<file path="config.mk">
export PLATFORM = sky130hd
export DESIGN_NAME = if_fetch_unit_flat
export DESIGN_NICKNAME = d
export VERILOG_FILES = /design/src/rtl/if_fetch_if.sv /design/src/rtl/if_fetch_unit.sv /design/src/flat_wrapper.sv
export SDC_FILE = /design/constraint.sdc
export NUM_CORES = 1
export LEC_CHECK = 0
export BUFFER_PORTS_ARGS = -buffer_cell sky130_fd_sc_hd__buf_2
export CORE_UTILIZATION = 60
export CTS_BUF_LIST = sky130_fd_sc_hd__clkbuf_8 sky130_fd_sc_hd__clkbuf_16
export CTS_CLUSTER_SIZE = 20
export DETAILED_ROUTE_END_ITERATION = 12
export PLACE_DENSITY = 0.85
export SYNTH_ARGS = -nofsm -noshare
export SYNTH_HDL_FRONTEND = slang
export SYNTH_SLANG_ARGS = --single-unit
</file>
<file path="constraint.sdc">
create_clock -name clk -period 7.6 [get_ports clk]
set_clock_uncertainty 0.05 [all_clocks]
set_input_delay 0.76 -clock clk [delete_from_list [all_inputs] [get_ports clk]]
set_output_delay 0.76 -clock clk [all_outputs]
set_load 0.02 [all_outputs]
</file>
<file path="src/rtl/if_fetch_if.sv">
// if_fetch_if: fetch-stage bundle covering the imem request/response bus, redirect input and IF/ID outputs
interface if_fetch_if #(
  parameter int PC_WIDTH    = 32,
  parameter int INSTR_WIDTH = 32
);
  logic                   redirect_valid;
  logic [PC_WIDTH-1:0]    redirect_pc;
  logic                   id_ready;
  logic                   imem_req;
  logic [PC_WIDTH-1:0]    imem_addr;
  logic                   imem_gnt;
  logic                   imem_rvalid;
  logic [INSTR_WIDTH-1:0] imem_rdata;
  logic [INSTR_WIDTH-1:0] if_instr;
  logic [PC_WIDTH-1:0]    if_pc_out;
  logic                   if_stall;
  modport master (
    input  redirect_valid, redirect_pc, id_ready, imem_gnt, imem_rvalid, imem_rdata,
    output imem_req, imem_addr, if_instr, if_pc_out, if_stall
  );
  modport slave (
    output redirect_valid, redirect_pc, id_ready, imem_gnt, imem_rvalid, imem_rdata,
    input  imem_req, imem_addr, if_instr, if_pc_out, if_stall
  );
endinterface

</file>
<file path="src/rtl/if_fetch_unit.sv">
// if_fetch_unit: PC owner issuing in-order imem fetches into a credit-bounded prefetch FIFO with redirect flush
module if_fetch_unit #(
  parameter int                  PC_WIDTH    = 32,
  parameter int                  INSTR_WIDTH = 32,
  parameter logic [PC_WIDTH-1:0] RESET_PC    = '0,
  parameter int                  DEPTH       = 2
) (
  input logic       clk,
  input logic       rst,
  if_fetch_if.master bus
);
  localparam int AW = $clog2(DEPTH);
  localparam int CW = AW + 1;
  localparam logic [INSTR_WIDTH-1:0] NOP = INSTR_WIDTH'(32'h13);
  logic [PC_WIDTH-1:0]    pc_q, pc_d;
  logic [CW-1:0]          count_q, count_d, inflight_q, inflight_d, drop_q, drop_d;
  logic [AW-1:0]          wr_q, wr_d, rd_q, rd_d, iq_wr_q, iq_wr_d, iq_rd_q, iq_rd_d;
  logic [PC_WIDTH-1:0]    fifo_pc_q [DEPTH];
  logic [PC_WIDTH-1:0]    fifo_pc_d [DEPTH];
  logic [INSTR_WIDTH-1:0] fifo_instr_q [DEPTH];
  logic [INSTR_WIDTH-1:0] fifo_instr_d [DEPTH];
  logic [PC_WIDTH-1:0]    iq_pc_q [DEPTH];
  logic [PC_WIDTH-1:0]    iq_pc_d [DEPTH];
  logic [CW:0]            used;
  logic                   redir, issue, keep, push, pop;
  assign used          = {1'b0, inflight_q} + {1'b0, count_q};
  assign redir         = bus.redirect_valid;
  assign bus.imem_req  = !rst && !redir && used < (CW+1)'(DEPTH);
  assign bus.imem_addr = pc_q;
  assign issue         = bus.imem_req && bus.imem_gnt;
  assign keep          = bus.imem_rvalid && drop_q == '0;
  assign push          = keep && !redir;
  assign pop           = bus.id_ready && count_q != '0 && !redir;
  assign bus.if_stall  = count_q == '0;
  assign bus.if_instr  = bus.if_stall ? NOP : fifo_instr_q[rd_q];
  assign bus.if_pc_out = bus.if_stall ? '0 : fifo_pc_q[rd_q];
  // next-state: redirect flushes buffers and marks every outstanding fetch as stale
  always_comb begin
    pc_d         = redir ? bus.redirect_pc & ~PC_WIDTH'(3) : issue ? pc_q + PC_WIDTH'(4) : pc_q;
    inflight_d   = inflight_q + CW'(issue) - CW'(bus.imem_rvalid);
    drop_d       = redir ? inflight_q - CW'(bus.imem_rvalid) : drop_q - CW'(bus.imem_rvalid && drop_q != '0);
    count_d      = redir ? '0 : count_q + CW'(push) - CW'(pop);
    wr_d         = redir ? '0 : wr_q + AW'(push);
    rd_d         = redir ? '0 : rd_q + AW'(pop);
    iq_wr_d      = redir ? '0 : iq_wr_q + AW'(issue);
    iq_rd_d      = redir ? '0 : iq_rd_q + AW'(keep);
    fifo_pc_d    = fifo_pc_q;
    fifo_instr_d = fifo_instr_q;
    iq_pc_d      = iq_pc_q;
    if (push) begin
      fifo_pc_d[wr_q]    = iq_pc_q[iq_rd_q];
      fifo_instr_d[wr_q] = bus.imem_rdata;
    end
    if (issue) iq_pc_d[iq_wr_q] = pc_q;
  end
  // storage arrays follow their next state; control state is cleared by reset
  always_ff @(posedge clk) begin
    fifo_pc_q    <= fifo_pc_d;
    fifo_instr_q <= fifo_instr_d;
    iq_pc_q      <= iq_pc_d;
    if (rst) begin
      pc_q       <= RESET_PC;
      count_q    <= '0;
      inflight_q <= '0;
      drop_q     <= '0;
      wr_q       <= '0;
      rd_q       <= '0;
      iq_wr_q    <= '0;
      iq_rd_q    <= '0;
    end else begin
      pc_q       <= pc_d;
      count_q    <= count_d;
      inflight_q <= inflight_d;
      drop_q     <= drop_d;
      wr_q       <= wr_d;
      rd_q       <= rd_d;
      iq_wr_q    <= iq_wr_d;
      iq_rd_q    <= iq_rd_d;
    end
  end
endmodule

</file>
<file path="src/flat_wrapper.sv">
// flat-port wrapper written by rule: the top's interface ports become plain ports
module if_fetch_unit_flat 
#(
  parameter int                  PC_WIDTH    = 32,
  parameter int                  INSTR_WIDTH = 32,
  parameter logic [PC_WIDTH-1:0] RESET_PC    = '0,
  parameter int                  DEPTH       = 2
)
  (clk, rst, bus_redirect_valid, bus_redirect_pc, bus_id_ready, bus_imem_gnt, bus_imem_rvalid, bus_imem_rdata, bus_imem_req, bus_imem_addr, bus_if_instr, bus_if_pc_out, bus_if_stall);
  if_fetch_if #(.PC_WIDTH(PC_WIDTH), .INSTR_WIDTH(INSTR_WIDTH)) bus_i ();
  input logic clk;
  input logic rst;
  input wire logic [$bits(bus_i.redirect_valid)-1:0] bus_redirect_valid;
  input wire logic [$bits(bus_i.redirect_pc)-1:0] bus_redirect_pc;
  input wire logic [$bits(bus_i.id_ready)-1:0] bus_id_ready;
  input wire logic [$bits(bus_i.imem_gnt)-1:0] bus_imem_gnt;
  input wire logic [$bits(bus_i.imem_rvalid)-1:0] bus_imem_rvalid;
  input wire logic [$bits(bus_i.imem_rdata)-1:0] bus_imem_rdata;
  output wire logic [$bits(bus_i.imem_req)-1:0] bus_imem_req;
  output wire logic [$bits(bus_i.imem_addr)-1:0] bus_imem_addr;
  output wire logic [$bits(bus_i.if_instr)-1:0] bus_if_instr;
  output wire logic [$bits(bus_i.if_pc_out)-1:0] bus_if_pc_out;
  output wire logic [$bits(bus_i.if_stall)-1:0] bus_if_stall;
  assign bus_i.redirect_valid = bus_redirect_valid;
  assign bus_i.redirect_pc = bus_redirect_pc;
  assign bus_i.id_ready = bus_id_ready;
  assign bus_i.imem_gnt = bus_imem_gnt;
  assign bus_i.imem_rvalid = bus_imem_rvalid;
  assign bus_i.imem_rdata = bus_imem_rdata;
  assign bus_imem_req = bus_i.imem_req;
  assign bus_imem_addr = bus_i.imem_addr;
  assign bus_if_instr = bus_i.if_instr;
  assign bus_if_pc_out = bus_i.if_pc_out;
  assign bus_if_stall = bus_i.if_stall;
  if_fetch_unit #(.PC_WIDTH(PC_WIDTH), .INSTR_WIDTH(INSTR_WIDTH), .RESET_PC(RESET_PC), .DEPTH(DEPTH)) u_core (.clk(clk), .rst(rst), .bus(bus_i));
endmodule
</file>
==> impl_results.md, run 1 <==
* Req. time, crit path at 7720 ps
* Worst-path cell chain: inv_1 > nor2_1 > fa_1 > or3b_1 > nor2_1 > ha_1 > buf_4
* Core Rows at 44
* Worst path bufs/invs at 2
* CP Class: reg -> reg
* R2R setup slack at 3590 ps
* Critical path arrival at approximately 4100 ps
* PortBufs at approximately 160
* Synth-to-layout area growth at 17.28%
* Total power at 0.002613 W
* DRT antenna net count at 0
* Mean Syn Cell Area at ~14 um2
* Final hold vios at 0
* NumNets Final at between 800 and 900
* GRT overflow at 0
* Hold-fix buffers, CTS at 0
* TritonRoute pass-1 iters at 6
* Hold depth at 1
* First-pass GRT wire length at roughly 30 mm
* Max Freq at around 0.25 GHz
* CP endpoint kind: flop
* Max cap viols at 0
* Worst-path clk slew at roughly 60 ps
* Stages on the worst setup path at 7
* CP max-delay cell: nor2_1
* Final HPWL DP at ~12 mm
* Slew @ Worst Pin at 1162 ps
* Most common cell after layout, fill and taps aside: edfxtp_1
* Synth Cell Area at 9240 um2
* Psw at between 0.0005 and 0.0006 W
* Number of buffers created by CTS at 23
* Startpoint types: flop
* CP max stage delay at 780 ps
* Sequential power share at ~54%
* N_diodes at 0
* Clock Path Buffers at 3
* Largest net degree at the start of global routing at between 60 and 70
* DIE WIDTH at roughly 130 um
* Slew headroom at between 20% and 30%
* Postcts setup bufs at 0
* Setup violators final at 0
* Async S/R FF share, synth at 0%
* Iter 0 DRT Violations at between 400 and 500
* DR vias at about 6000
* Core footprint at between 10000 and 15000 um2
* Vias in the first global route at 5877
* Clock Latency Late Sink at 500 ps
* Worst reg2reg endpoint: u_core.iq_pc_q[48]
* DIE HEIGHT at 126.1 um
* GPL Wtd Cong at approximately 0.83
* Hold Crit Class: in -> reg
* Register area share after synthesis at approximately two thirds
* Wire length per cell at 18.78 um
* Delay-heaviest family, CP: simple AND/OR/NAND/NOR gates
* Worst vdd ir at approximately 190 uV
* Cell variety after synth at 58
* Hold path start: bus_imem_rdata[0]
* Post-cts gate resize count at 0
* Clock share of power at between 30% and 40%
* Cells after Synth at 651
* Hold Crit Endpoint: u_core.fifo_instr_q[0]
* Cell mode on critical path: nor2_1
* PwrDens at approximately 240 nW/um2
* Slew Limit Fails at 0
* FF-to-FF Start: u_core.count_q[0]
* Die area at ~16000 um2
* CTS Sinks at between 200 and 250
* FF+latch count, synth at about 220
* Main flop type after synthesis: edfxtp_1
* Final WL at 18.93 mm
* Htree depth at 1
* Post-layout min period at roughly 4000 ps
* DRC at 0
* Sw Share at between 20% and 30%
* Path depth of the worst reg2reg path at 7
* CP max FO at 20
* Io pins at ~170
* Tot GR Track Use at between 20% and 30%
* Int Pwr at 0.002022 W
* Total Neg Setup Slack at 0 ps
* Status: completed
* Share of layout cells above drive strength 1 at 28.64%
* RSZ-0062 raised after global routing: false
* Root Driver: clkbuf_16
* Period utilization at between 50 and 60%
* Combinational power share at under 10%
* Number of vias per cell at ~6.0
* Initial core utilization at a little over three fifths
* CTS tree: yes
* Post-synth EDFFs at around 180
* Most frequent cells in the layout: edfxtp_1 (184), buf_2 (161), nor2_1 (93)
* Syn. warnings at 0
* P_leak at approximately 4.0 nW
* Initial antenna violation count at 0
## routing by layer
layer  track usage [%]  up-vias  wire length [um]
li1                  -     2764                 -
met1             31.09     2900              7708
met2             39.75      292              9098
met3             3.738       54              1437
met4             11.27        0               684
met5                 0        -                 0
## logic make-up after synthesis
| kind of cell | Yosys count | synth area share [%] |
|---|---|---|
| AO/OA/AOI/OAI | 63 | 5.091 |
| XOR/XNOR | 15 | 1.422 |
| adder cells (fa/ha/maj) | 9 | 1.300 |
| buffers and inverters | 51 | 2.519 |
| flip-flops | 224 | 68.46 |
| multiplexers | 92 | 10.37 |
| other | 1 | 0.04058 |
| AND/OR/NAND/NOR | 196 | 10.79 |
## flip-flops by register name (all words and copies together), names as in the netlist
name and cells:
u_core.fifo_instr_q 64, u_core.fifo_pc_q 60, u_core.iq_pc_q 60, u_core.bus.imem_addr 30, u_core.count_q 2, u_core.drop_q 2
u_core.inflight_q 2, u_core.iq_rd_q 1, u_core.iq_wr_q 1, u_core.rd_q 1, u_core.wr_q 1
## power by group through the flow
stage                     clock (W)  combinational, W  sequential [W]
after floorplan                   0          0.000125         0.00144
after global placement            0          0.000197         0.00144
after global routing        0.00106          0.000224         0.00142
after detailed placement          0          0.000205         0.00144
after CTS                   0.00101          0.000207         0.00142
final                      0.000991          0.000206         0.00142
## metrics by stage
| stage | cell area [um2] | hold slack, ps | utilization (%) | cells | setup WS, ps |
|---|---|---|---|---|---|
| 2_1_floorplan | 9251 | 485.4 | - | 654 | 3539 |
| 3_3_place_gp | 10170 | 473.3 | 68.93 | 967 | 3822 |
| 3_5_place_dp | 10170 | 487.6 | 68.93 | 967 | 3661 |
| 4_1_cts | 10840 | 379.9 | 73.45 | 1008 | 3615 |
| 5_1_grt | 10840 | 382.8 | 73.45 | 1008 | 3381 |
| 6_report | 10840 | 399.2 | 73.45 | 1008 | 3588 |
## cell usage after synthesis, drive strengths merged, types with 10 or more instances
cell type  count  share of area [%]
edfxtp       184                 60
clkbuf        17               0.69
buf           21                1.3
nand2         23               0.93
inv           11               0.45
nor2          94                3.8
nand3         15               0.95
nand4         15                1.2
mux2i         62                6.7
o21ai         13               0.70
dfxtp         40                8.7
xor2          10               0.95
a311oi        10               0.95
mux2          30                3.7
## worst reg2reg max path: stages (launching register included)
cell and delay, ps:
dfxtp_1 490, inv_1 140, nor2_1 130, fa_1 510
or3b_1 500, nor2_1 780, ha_1 690, buf_4 390
## final cells by class
class / instances / area (um2)
Timing Repair Buffer: 167 / 850.8
Multi-Input combinational cell: 379 / 2710
Clock buffer: 25 / 603.1
Tap cell: 184 / 230.2
Fill cell: 949 / 3918
Inverter: 13 / 48.80
Clock inverter: 16 / 63.81
Sequential cell: 224 / 6330
## how the worst max path moves through the flow
| stage | slack, ps | from | end |
|---|---|---|---|
| detailed placement | 3660 | u_core.count_q[0] | u_core.iq_pc_q[58] |
| finish | 3590 | u_core.count_q[0] | u_core.iq_pc_q[48] |
| global placement | 3820 | u_core.count_q[0] | u_core.iq_pc_q[52] |
| floorplan | 3540 | u_core.count_q[0] | u_core.iq_pc_q[10] |
| global route | 3380 | u_core.count_q[0] | u_core.iq_pc_q[46] |
| CTS | 3610 | u_core.count_q[0] | u_core.iq_pc_q[46] |
Power figures use the tool's default switching activity.
==> run 2: changes to the inputs <==
CORE_UTILIZATION = 50   (was 60)
PLACE_DENSITY = 0.76   (was 0.85)
clock period = 3.4 ns   (was 7.6 ns; I/O delays follow)
==> run 2 against run 1 <==
Critical path depth unchanged. Worst hold slack worse by 360 ps. Non-clock buffer count rose by 40. Via count down 0.80%. Critical endpoint is now u_core.iq_pc_q[42]. Design area up 5.4%. Die area increased by 20%. Core utilization shrank 10 points. Combinational power rose by 150%. Count of clock-buffer cells in the layout is the same. Cell count up 8.6%. Largest power group unchanged.
==> impl_results.md, run 2 (same netlist as run 1, synthesis figures left out) <==
* Synth-to-layout area growth at 23.62%
* Int Pwr at 0.004769 W (+140%)
* Worst path bufs/invs at 2 (unchanged)
* Filler-free cell count of the finished design at 1095 (+8.6%)
* DIE WIDTH at 137.9 um (+9.4%)
* Clock Path Buffers at 3 (unchanged)
* Number of buffers created by CTS at 24 (+4.3%)
* DRT antenna net count at 0 (unchanged)
* Slew Limit Fails at 0 (unchanged)
* Sw Share at 22.10% (-0.53 points)
* Layout fillers at 1340 (+41%)
* Vias in the first global route at 5668 (-3.6%)
* Htree depth at 1 (unchanged)
* Core Rows at 49 (+11%)
* Final hold vios at 0 (unchanged)
* Die area at 19030 um2 (+20%)
* CP endpoint kind: flop
* Largest net degree at the start of global routing at 44 (-31%)
* Setup violators final at 0 (unchanged)
* Largest register FFs at 64 (unchanged)
* Iter 0 DRT Violations at 322 (-31%)
* Initial antenna violation count at 0 (unchanged)
* Clock Latency Late Sink at 500 ps (about the same)
* Critical path arrival at 2940 ps (-1190 ps)
* Io pins at 168 (unchanged)
* Initial core utilization at 51.26% (-11 points)
* CTS tree: yes
* DR vias at 5962 (-0.80%)
* Psw at 0.001353 W (+130%)
* First-pass GRT wire length at 29.16 mm (-1.9%)
* Startpoint types: flop
* Wire length per cell at 17.52 um (-6.7%)
* TritonRoute pass-1 iters at 5 (-1)
* DRC at 0 (unchanged)
* Number of vias per cell at 5.445 (-8.7%)
* Finished Cell Area at 11420 um2 (+5.4%)
* Root Driver: clkbuf_16
* GPL Wtd Cong at 0.8359 (+0.55%)
* CP max stage delay at 540 ps (-240 ps)
* P_leak at 4.211 nW (+5.2%)
* Fin util at 63.37% (-10 points)
* Combinational power share at 8.3% (+0.4 points)
* Most common cell after layout, fill and taps aside: edfxtp_1
* Max cap viols at 0 (unchanged)
* Core footprint at 18020 um2 (+22%)
* Status: completed
* RSZ-0062 raised after global routing: false
* Period utilization at 82.20% (+29 points)
* Clock share of power at 40.0% (+2.1 points)
* CP max FO at 30 (+50%)
* N_diodes at 0 (unchanged)
* Final HPWL DP at 12.49 mm (+1.4%)
* Dpl cells at 1019 (+5.4%)
* CP max-delay cell: or3b_1
* Sequential power share at 51.7% (-2.5 points)
* Worst-path clk slew at 60 ps (about the same)
* PwrDens at 535.9 nW/um2 (+120%)
* Most frequent cells in the layout: edfxtp_1 (184), buf_2 (161), nor2_1 (93)
* NumNets Final at 928 (+4.6%)
* Final WL at 19.18 mm (+1.3%)
* PortBufs at 161 (unchanged)
* CTS Sinks at 224 (unchanged)
* Hold Crit Class: in -> reg
* Req. time, crit path at 3540 ps (-4180 ps)
* Slew headroom at 49.79% (+28 points)
* Delay-heaviest family, CP: simple AND/OR/NAND/NOR gates
* Slew @ Worst Pin at 752.1 ps (-409.7 ps)
* Max Freq at 0.3578 GHz (+44%)
* DP Area at 10330 um2 (+1.6%)
* CP Class: reg -> reg
* Worst vdd ir at 411.2 uV (+120%)
* Cell mode on critical path: nor2_1
* Tot GR Track Use at 20.09% (-3.8 points)
* Biggest registers after layout: u_core.fifo_instr_q x64, u_core.fifo_pc_q x60, u_core.iq_pc_q x60
* GRT overflow at 0 (unchanged)
* DIE HEIGHT at 137.9 um (+9.4%)
* Post-layout min period at 2795 ps (-1217 ps)
* Total Neg Setup Slack at 0 ps (unchanged)
* Biggest register: u_core.fifo_instr_q
* Post-cts gate resize count at 0 (unchanged)
* Total power at 0.006122 W (+130%)
* Share of layout cells above drive strength 1 at 28.64% (about the same)
* Worst-path cell chain: inv_1 > nor2_1 > fa_1 > or3b_1 > nor2_1 > ha_1 > buf_12
run 2: power by group through the flow:
stage / combinational, W / clock (W) / sequential (W)
global route: 0.000556 / 0.00261 / 0.00318
finish: 0.000508 / 0.00245 / 0.00317
global placement: 0.000465 / 0 / 0.00322
floorplan: 0.000280 / 0 / 0.00322
CTS: 0.000510 / 0.00250 / 0.00317
detailed placement: 0.000476 / 0 / 0.00322
run 2: area by class of cell:
type                    count  area, um2  area share (%)
clock buffers              25      625.6           5.477
clock inverters            18      131.4           1.150
inverters                  13      48.80          0.4272
multi-input cells         379       2716           23.78
flip-flops and latches    224       6330           55.42
well taps                 229      286.5           2.508
repair buffers            207       1284           11.24
run 2: worst reg2reg max path, stage by stage (launching register included):
cell and delay (ps):
dfxtp_1 490, inv_1 110, nor2_1 130, fa_1 510
or3b_1 540, nor2_1 190, ha_1 230, buf_12 220
run 2: layer usage:
layer  vias to the layer above  GRT usage [%]  routed length (um)
li1                       2852              -                   -
met1                      2863          26.82                8197
met2                       223          33.64                9368
met3                        24          3.509                1278
met4                         0          5.857                 337
met5                         -              0                   0
run 2: per-stage QoR:
step	hold WS [ps]	setup WS, ps
4_1_cts	17.33	605.8
2_1_floorplan	388.9	227.9
6_report	34.38	605.3
3_3_place_gp	477.6	683.4
5_1_grt	36.00	450.6
3_5_place_dp	481.7	628.1
run 2: what timing repair did:
action | CTS | global route
hold endpoints to repair | 65 | 0
buffers inserted | 0 | 0
hold buffers | 33 | 0
run 2: path summary, 6_finish.rpt:
| path | cells past startpoint | slack (ps) | endpoint | start |
|---|---|---|---|---|
| worst max register to register | 7 | 610 | u_core.iq_pc_q[42] | u_core.count_q[0] |
| worst max-delay path | 7 | 610 | u_core.iq_pc_q[42] | u_core.count_q[0] |
| worst min-delay path | 3 | 30 | u_core.bus.imem_addr[4] | bus_redirect_pc[4] |
| worst min register to register | 0 | 500 | u_core.iq_pc_q[55] | u_core.bus.imem_addr[23] |
